## src/rtl/mole_spawner.sv

```systemverilog
// Mole initiator for the whack-a-mole game: picks a random LED, times its
// lifetime, and reports hit / miss / wrong-button strobes and the miss count.
module mole_spawner #(
  parameter int unsigned TICK_DIV   = 50000,
  parameter int unsigned GAP_TIME   = 200,
  parameter int unsigned MOLE_TIME  = 800,
  parameter int unsigned MISS_LIMIT = 10,
  parameter logic [7:0]  LFSR_SEED  = 8'hA5
) (
  input  logic       Clk,
  input  logic       reset,
  input  logic       EN,
  input  logic [7:0] btn_pulse,
  output logic [7:0] LEDs,
  output logic       mole_valid,
  output logic [2:0] mole_idx,
  output logic       hit_strobe,
  output logic       miss_strobe,
  output logic       wrong_strobe,
  output logic [3:0] miss_cnt,
  output logic       game_over
);

  localparam int unsigned PW    = (TICK_DIV > 1) ? $clog2(TICK_DIV) : 1;
  localparam int unsigned T_MAX = (GAP_TIME > MOLE_TIME) ? GAP_TIME : MOLE_TIME;
  localparam int unsigned TW    = (T_MAX > 1) ? $clog2(T_MAX) : 1;

  localparam logic [PW-1:0] PRESC_LAST = PW'(TICK_DIV - 1);
  localparam logic [TW-1:0] GAP_LAST   = TW'(GAP_TIME - 1);
  localparam logic [TW-1:0] MOLE_LAST  = TW'(MOLE_TIME - 1);
  localparam logic [3:0]    LIMIT      = 4'(MISS_LIMIT);
  localparam logic [7:0]    SEED_EFF   = (LFSR_SEED == 8'h00) ? 8'h01 : LFSR_SEED;

  typedef enum logic [1:0] {
    S_IDLE = 2'd0,
    S_GAP  = 2'd1,
    S_UP   = 2'd2,
    S_OVER = 2'd3
  } state_t;

  // x^8+x^6+x^5+x^4+1: feedback is the parity of bits 7,5,4,3
  function automatic logic [7:0] lfsr_next(input logic [7:0] v);
    return {v[6:0], ^(v & 8'hB8)};
  endfunction

  state_t        r_state;
  logic [PW-1:0] r_presc;
  logic [TW-1:0] r_tcnt;
  logic [7:0]    r_lfsr;
  logic [7:0]    r_leds;
  logic          r_valid;
  logic [2:0]    r_mole_idx;
  logic          r_hit;
  logic          r_miss;
  logic          r_wrong;
  logic [3:0]    r_miss_cnt;
  logic          r_over;

  logic          w_tick;
  logic [2:0]    w_cand;
  logic [2:0]    w_next_idx;
  logic [7:0]    w_next_leds;
  logic          w_hit;
  logic          w_gap_done;
  logic          w_timeout;
  logic [3:0]    w_miss_next;

  assign w_tick      = (r_presc == PRESC_LAST);
  assign w_cand      = r_lfsr[2:0];
  assign w_next_idx  = (w_cand == r_mole_idx) ? (w_cand + 3'd1) : w_cand;
  assign w_next_leds = ~(8'b0000_0001 << w_next_idx);
  assign w_hit       = btn_pulse[r_mole_idx];
  assign w_gap_done  = w_tick && (r_tcnt == GAP_LAST);
  assign w_timeout   = w_tick && (r_tcnt == MOLE_LAST);
  assign w_miss_next = (r_miss_cnt >= LIMIT) ? LIMIT : (r_miss_cnt + 4'd1);

  // Game FSM with timers, LFSR and all registered outputs
  always_ff @(posedge Clk) begin
    if (!reset) begin
      r_state    <= S_IDLE;
      r_presc    <= '0;
      r_tcnt     <= '0;
      r_lfsr     <= SEED_EFF;
      r_leds     <= 8'hFF;
      r_valid    <= 1'b0;
      r_mole_idx <= 3'd0;
      r_hit      <= 1'b0;
      r_miss     <= 1'b0;
      r_wrong    <= 1'b0;
      r_miss_cnt <= 4'd0;
      r_over     <= 1'b0;
    end else begin
      r_lfsr  <= lfsr_next(r_lfsr);
      r_hit   <= 1'b0;
      r_miss  <= 1'b0;
      r_wrong <= 1'b0;
      if (w_tick) begin
        r_presc <= '0;
        r_tcnt  <= r_tcnt + TW'(1);
      end else begin
        r_presc <= r_presc + PW'(1);
      end

      // Dropping EN wins over any hit or timeout decided this cycle
      if (!EN) begin
        r_state    <= S_IDLE;
        r_presc    <= '0;
        r_tcnt     <= '0;
        r_leds     <= 8'hFF;
        r_valid    <= 1'b0;
        r_miss_cnt <= 4'd0;
        r_over     <= 1'b0;
      end else begin
        case (r_state)
          S_IDLE: begin
            r_state <= S_GAP;
            r_presc <= '0;
            r_tcnt  <= '0;
            r_leds  <= 8'hFF;
            r_valid <= 1'b0;
          end
          S_GAP: begin
            if (w_gap_done) begin
              r_state    <= S_UP;
              r_presc    <= '0;
              r_tcnt     <= '0;
              r_mole_idx <= w_next_idx;
              r_leds     <= w_next_leds;
              r_valid    <= 1'b1;
            end else begin
              r_leds  <= 8'hFF;
              r_valid <= 1'b0;
            end
          end
          S_UP: begin
            if (w_hit) begin
              r_hit   <= 1'b1;
              r_state <= S_GAP;
              r_presc <= '0;
              r_tcnt  <= '0;
              r_leds  <= 8'hFF;
              r_valid <= 1'b0;
            end else begin
              r_wrong <= |btn_pulse;
              if (w_timeout) begin
                r_miss     <= 1'b1;
                r_miss_cnt <= w_miss_next;
                r_presc    <= '0;
                r_tcnt     <= '0;
                r_valid    <= 1'b0;
                if (w_miss_next == LIMIT) begin
                  r_state <= S_OVER;
                  r_leds  <= 8'h00;
                  r_over  <= 1'b1;
                end else begin
                  r_state <= S_GAP;
                  r_leds  <= 8'hFF;
                end
              end else begin
                r_state <= S_UP;
              end
            end
          end
          S_OVER: begin
            r_leds  <= 8'h00;
            r_valid <= 1'b0;
            r_over  <= 1'b1;
          end
          default: begin
            r_state <= S_IDLE;
            r_leds  <= 8'hFF;
            r_valid <= 1'b0;
          end
        endcase
      end
    end
  end

  assign LEDs         = r_leds;
  assign mole_valid   = r_valid;
  assign mole_idx     = r_mole_idx;
  assign hit_strobe   = r_hit;
  assign miss_strobe  = r_miss;
  assign wrong_strobe = r_wrong;
  assign miss_cnt     = r_miss_cnt;
  assign game_over    = r_over;

endmodule

```

## config.mk

```make
export PLATFORM = sky130hd
export DESIGN_NAME = mole_spawner
export DESIGN_NICKNAME = d
export VERILOG_FILES = /design/src/rtl/mole_spawner.sv
export SDC_FILE = /design/constraint.sdc
export NUM_CORES = 1
export LEC_CHECK = 0
export ABC_CLOCK_PERIOD_IN_PS = 2130
export BUFFER_PORTS_ARGS = -buffer_cell sky130_fd_sc_hd__buf_2
export CAP_MARGIN = 20
export CORE_MARGIN = 5
export CORE_UTILIZATION = 50
export CTS_CLUSTER_SIZE = 8
export DETAILED_ROUTE_END_ITERATION = 8
export PLACE_DENSITY = 0.72
export SLEW_MARGIN = 20
export SYNTH_ARGS = -nofsm -noshare
export SYNTH_HDL_FRONTEND = slang
export SYNTH_SLANG_ARGS = --single-unit
```

## constraint.sdc

```tcl
create_clock -name Clk -period 2.13 [get_ports Clk]
set_input_delay 0.213 -clock Clk [delete_from_list [all_inputs] [get_ports Clk]]
set_output_delay 0.213 -clock Clk [all_outputs]
set_load 0.02 [all_outputs]
```

## Yosys cells after proc, flatten, opt, wreduce, memory -nomap -nowiden

Index checks and enable logic that the tools add are counted.

| cells by class | value |
|---|---|
| add/subtract/negate cells | 4 |
| magnitude comparators | 2 |
| equality and inequality tests | 13 |
| shifts and indexed selects | 1 |
| muxes and demuxes | 34 |
| bitwise gates (word level) | 5 |
| reduce and logical (&&, ||, !) cells | 15 |

Operators with widths:

| cell | number |
|---|---|
| 16-bit 2-to-1 mux | 4 |
| 16-bit case mux with 3 select lines | 1 |
| 10-bit 2-to-1 mux | 4 |
| 8-bit 2-to-1 mux | 4 |
| 8-bit case mux with 4 select lines | 1 |
| 10-bit case mux with 3 select lines | 1 |
| 16-bit by 1-bit adder with 16-bit output, second input constant | 1 |
| 16-bit equality test, second input constant | 1 |
| 10-bit by 1-bit adder with 10-bit output, second input constant | 1 |
| 10-bit equality test, second input constant | 1 |
| 10-bit by 8-bit equality test with 1-bit output, second input constant | 1 |
| 1-bit 2-to-1 mux | 9 |
| 3-bit AND reduction | 3 |
| 2-bit 2-to-1 mux | 4 |
| 2-bit != test, second input constant | 4 |
| 8-bit inverter | 1 |
| 8-bit OR reduction | 1 |
| 8-bit parity | 1 |
| 1-bit by 3-bit left shift with 8-bit output, first input constant | 1 |
| 2-bit case mux with 3 select lines | 1 |
| 4-bit by 1-bit adder with 4-bit output, second input constant | 1 |
| 2-bit equality test, second input constant | 2 |
| 4-bit equality test, second input constant | 1 |
| 4-bit >= comparator, second input constant | 1 |
| other kinds (19) | 24 |

| word-level totals | value |
|---|---|
| flip-flop bits (word level) | 56 |
| output and inout bits | 20 |

## Depth between registers and ports, before layout

| depth | value |
|---|---|
| depth after elaboration | 7 |
| depth in mapped cells | 9 |
| mapped depth without buffers | 8 |

## Least setup slack after synthesis

Ideal clock, no wire load.

| path | value |
|---|---|
| path kind | register to register |
| from | register r_mole_idx[0] (netlist: mole_idx[0]) |
| to | register r_leds[0] (netlist: LEDs[0]) |
| arrival | 2.062 ns |
| data required time | 2.010 ns |
| slack | -0.052 ns |
| stages on the path, launching flop included | 8 |
| path buffers | 1 |
| path through | dfxtp_1 > buf_4 > mux2_2 > a2bb2o_1 > o21ai_2 > nand2b_1 > a21o_1 > a211o_1 |

| between the ends | value |
|---|---|
| longest elaborated chain between the ends | 6 |
| elaborated cells between the ends (all ways) | 10 |
| classes of those cells | 2 x eq/ne; 1 x shift; 6 x mux; 1 x bitwise |

Ends and longest elaborated chain:

| element | line | RTL |
|---|---|---|
| start, declared | 52 | `logic [2:0] r_mole_idx;` |
| start signal, assigned | 127 | `r_mole_idx <= w_next_idx;` |
| 3-bit equality test | 70 | `assign w_next_idx = (w_cand == r_mole_idx) ? (w_cand + 3'd1) : w_cand;` |
| 3-bit 2-to-1 mux | 70 |  |
| 1-bit by 3-bit left shift with 8-bit output | 71 | `assign w_next_leds = ~(8'b0000_0001 << w_next_idx);` |
| 8-bit inverter | 71 |  |
| 8-bit 2-to-1 mux | 123 | `if (w_gap_done) begin` |
| 8-bit case mux with 4 select lines | 114 | `case (r_state)` |
| end signal, assigned | 128 | `r_leds <= w_next_leds;` |
| end, declared | 50 | `logic [7:0] r_leds;` |

Several ways; a longest one is shown, not always the timed one. The select of a mux whose other input is x is not followed.
A chain may end at the register's enable or synchronous reset.

## Worst setup path in the final report

| path | value |
|---|---|
| from | register r_presc[11] |
| to | register r_valid (netlist: mole_valid) |

| between the ends | value |
|---|---|
| longest elaborated chain between the ends | 4 |
| elaborated cells between the ends (all ways) | 6 |
| classes of those cells | 2 x eq/ne; 2 x mux; 2 x reduce/logical |

Ends and longest elaborated chain:

| element | line | RTL |
|---|---|---|
| start, declared | 47 | `logic [PW-1:0] r_presc;` |
| start signal, assigned | 101 | `r_presc <= r_presc + PW'(1);` |
| 16-bit equality test * | 68 | `assign w_tick = (r_presc == PRESC_LAST);` |
| 1-bit logical AND | 73 | `assign w_gap_done = w_tick && (r_tcnt == GAP_LAST);` |
| 1-bit 2-to-1 mux | 123 |  |
| 1-bit case mux with 3 select lines | 114 |  |
| end signal, assigned | 120 | `r_valid <= 1'b0;` |
| end signal, assigned | 129 | `r_valid <= 1'b1;` |
| end signal, assigned | 132 | `r_valid <= 1'b0;` |
| end, declared | 51 | `logic r_valid;` |

Mark *: on every way between the ends. The rest lies on a longest branch, timed or not.

==> flow_summary.ini <==
[placement]
place_hpwl_um = 4228
io_buffers = 30
post-place-ws_ns = 0.01117
routabilityCongestion = 0.7934

[logic_synthesis]
synthesis.nets = 326
synth_area_leaders = dfxtp_1 (40%), xnor2_1 (5.3%), nor2_1 (5.2%)
syn_inst = 304
syn_avg_cell_area_um2 = 9.195
synth_area_um2 = 2795
ys_seq_elements = 56
synth_flop_cell = dfxtp_1
synth_seq_area_share = 0.4011
synth_top_area_share = 0.4011
synthArstFlopShare = 0
yosysTopAreaCell = dfxtp_1
synth_common_cells = dfxtp_1 (56), nor2_1 (39), nand2_1 (23)
yosys_warnings = 0
synth-edff-count = 0
ys_types = 55
yosysMostFrequentCell = dfxtp_1

[setup_path]
path_class = flip-flop to flip-flop
crit_start = r_presc[11]
crit_chain = or4b_4 -> nor3_4 -> nand3_2 -> nor2b_4 -> or3b_1 -> a21oi_1
worstPathArrival_ns = 2.36
r2r-end = mole_valid
reg2regPathDepth = 6
startpoint_type = flip-flop
cp_data_required_time_ns = 2.37
slowest_stage = or4b_4
reg2reg_slack_ns = 0.01
cp-endpoint = mole_valid
cp_slowest_stage_delay_ns = 0.57
timing.rr.start = r_presc[11]
cp_max_fo = 5
worstSetupEndpointType = flip-flop

[global_routing]
antenna_found_initial = 0
track_usage = 0.1678
grt-ovfl-total = 0
grt_max_degree = 18
grt_pass1_vias = 2221
grt_pass1_wl_um = 9970

[hold_path]
min_from = reset
hp-class = primary input to flip-flop
worstHoldPathCells = 2

[run]
cap_viol_max_count = 0

[run_status]
status = completed

[clock_network]
clock_path_buffers = 2
clkSlewWorstSetupHoldPaths_ns = 0.10
clkLatencyLatePin_ns = 0.32
holdBufCountCts = 0
clock_sinks = 56
clockRootBuffer = clkbuf_8
h-tree-depth = 2
cts_tree = done
cts_buffers = 5

[sta]
report.final.hold_viol_count = 0
fmax_mhz = 472.2
rsz0062_at_grt = yes
relSlewSlack = 0.7262
period_share = 0.9943
final.min_clock_period_ns = 2.118
slew_viol_final = 0
setup_slack_ns = 0.01206
skew_ns = 0.009373
whs_ns = 0.1882
tightest_slew_ns = 0.4076
final-setup-viol-count = 0

[floorplanning]
core_um2 = 5473
die_w_um = 84.77
start_util = 0.5107
dieArea_um2 = 7186
io_pins = 31
rows = 27
die_y_um = 84.77

[power_and_ir_drop]
vdd_ir_drop_max_mv = 0.3528
power_density_nw_per_um2 = 597.1
p_leak_nw = 1.273

[route]
drc_errors = 0
wl_um = 5810
vias = 2270
top_layer = met4
wl_met1_um = 2611
ant_nets = 0
viasPerCell = 5.366
drtIter0Drc = 108
wl_met2_um = 2825
met3_length_um = 264
dr.pass1.iters = 4
wl_per_cell_um = 13.74

[final_layout]
final_core_util = 0.6081
drive_above_1_share = 0.2393
antenna_cells = 0
nNetsFinal = 372
area_growth_pct = 19.07
==> worst min path at each step <==
stage          slack, ns         to
4_1_cts             0.18  r_lfsr[2]
2_1_floorplan       0.29  r_lfsr[7]
3_3_place_gp        0.40  r_lfsr[7]
6_report            0.19  r_lfsr[2]
5_1_grt             0.19  r_lfsr[5]
3_5_place_dp        0.40  r_lfsr[7]
==> per-stage QoR <==
step	setup TNS [ns]	cell area (µm²)	instances	power, mW
floorplan	0	2796	304	1.230
global placement	0	3134	412	1.280
detailed placement	0	3134	412	1.282
CTS	0	3267	420	2.005
global route	-0.3520	3328	423	2.081
finish	0	3328	423	1.987
==> state kept, by name, indices dropped and copies added (netlist names) <==
register and count:
LEDs 8, game_over 1, hit_strobe 1, miss_cnt 4, miss_strobe 1, mole_idx 3
mole_valid 1, r_lfsr 8, r_presc 16, r_state 2, r_tcnt 10, wrong_strobe 1
==> power breakdown <==
| part | total [mW] | internal (mW) | switching (mW) | leakage (nW) |
|---|---|---|---|---|
| Combinational | 0.171 | 0.0794 | 0.0917 | 0.756 |
| Sequential | 1.09 | 1.07 | 0.0227 | 0.456 |
| Clock | 0.726 | 0.385 | 0.341 | 0.0614 |
| Total | 1.99 | 1.53 | 0.456 | 1.27 |
==> cell families (layout without fill, tap and decap cells) <==
group                      count (synthesis)  in the layout  share of synthesized area
and+or+nand+nor                          134            134                     0.2650
AOI/OAI and AO/OA                         38             38                     0.1065
buffers and inverters                     21             68                    0.03312
muxes                                     11             11                    0.04163
adders and majority gates                 11             11                    0.04924
xor gates and xnor gates                  33             33                     0.1034
DFF                                       56             56                     0.4011
==> per-layer routing <==
metal / global-route usage / vias to the layer above
met5: 0 / -
met1: 0.2059 / 1063
met3: 0.04024 / 10
met4: 0.06906 / 0
li1: - / 1156
met2: 0.2811 / 41
==> worst max-delay path, delay by kind of cell (launching register included) <==
family,cells,cell delay [ns]
flip-flops,1,0.33
AO/OA/AOI/OAI,1,0.18
AND/OR/NAND/NOR,5,1.54
==> layout by cell type (no fill, tap or decap), drive strengths merged, types with 3 or more instances in the layout <==
cell,instances
o21ai,3
mux2i,6
buf,50
and3,5
nand2b,7
nand2,23
nor3,14
clkbuf,6
mux2,5
and2,5
o31ai,7
dfxtp,56
nand4,3
xnor2,17
nand3,14
nor4,6
xor2,16
o211ai,4
nor2,41
ha,11
a211o,5
inv,10
nand3b,5
==> what timing repair did <==
item                       in CTS  in global routing
resized for setup               2                  6
setup endpoints to repair      13                 22
buffers inserted                0                  3
pin swaps                       0                  5
==> layout make-up <==
| type | count | area (µm²) |
|---|---|---|
| Fill cell | 481 | 2145 |
| Clock inverter | 2 | 38.79 |
| Clock buffer | 6 | 82.58 |
| Inverter | 10 | 37.54 |
| Tap cell | 72 | 90.09 |
| Sequential cell | 56 | 1124 |
| Timing Repair Buffer | 50 | 337.8 |
| Multi-Input combinational cell | 227 | 1618 |
(Power assumes the default switching activity.)
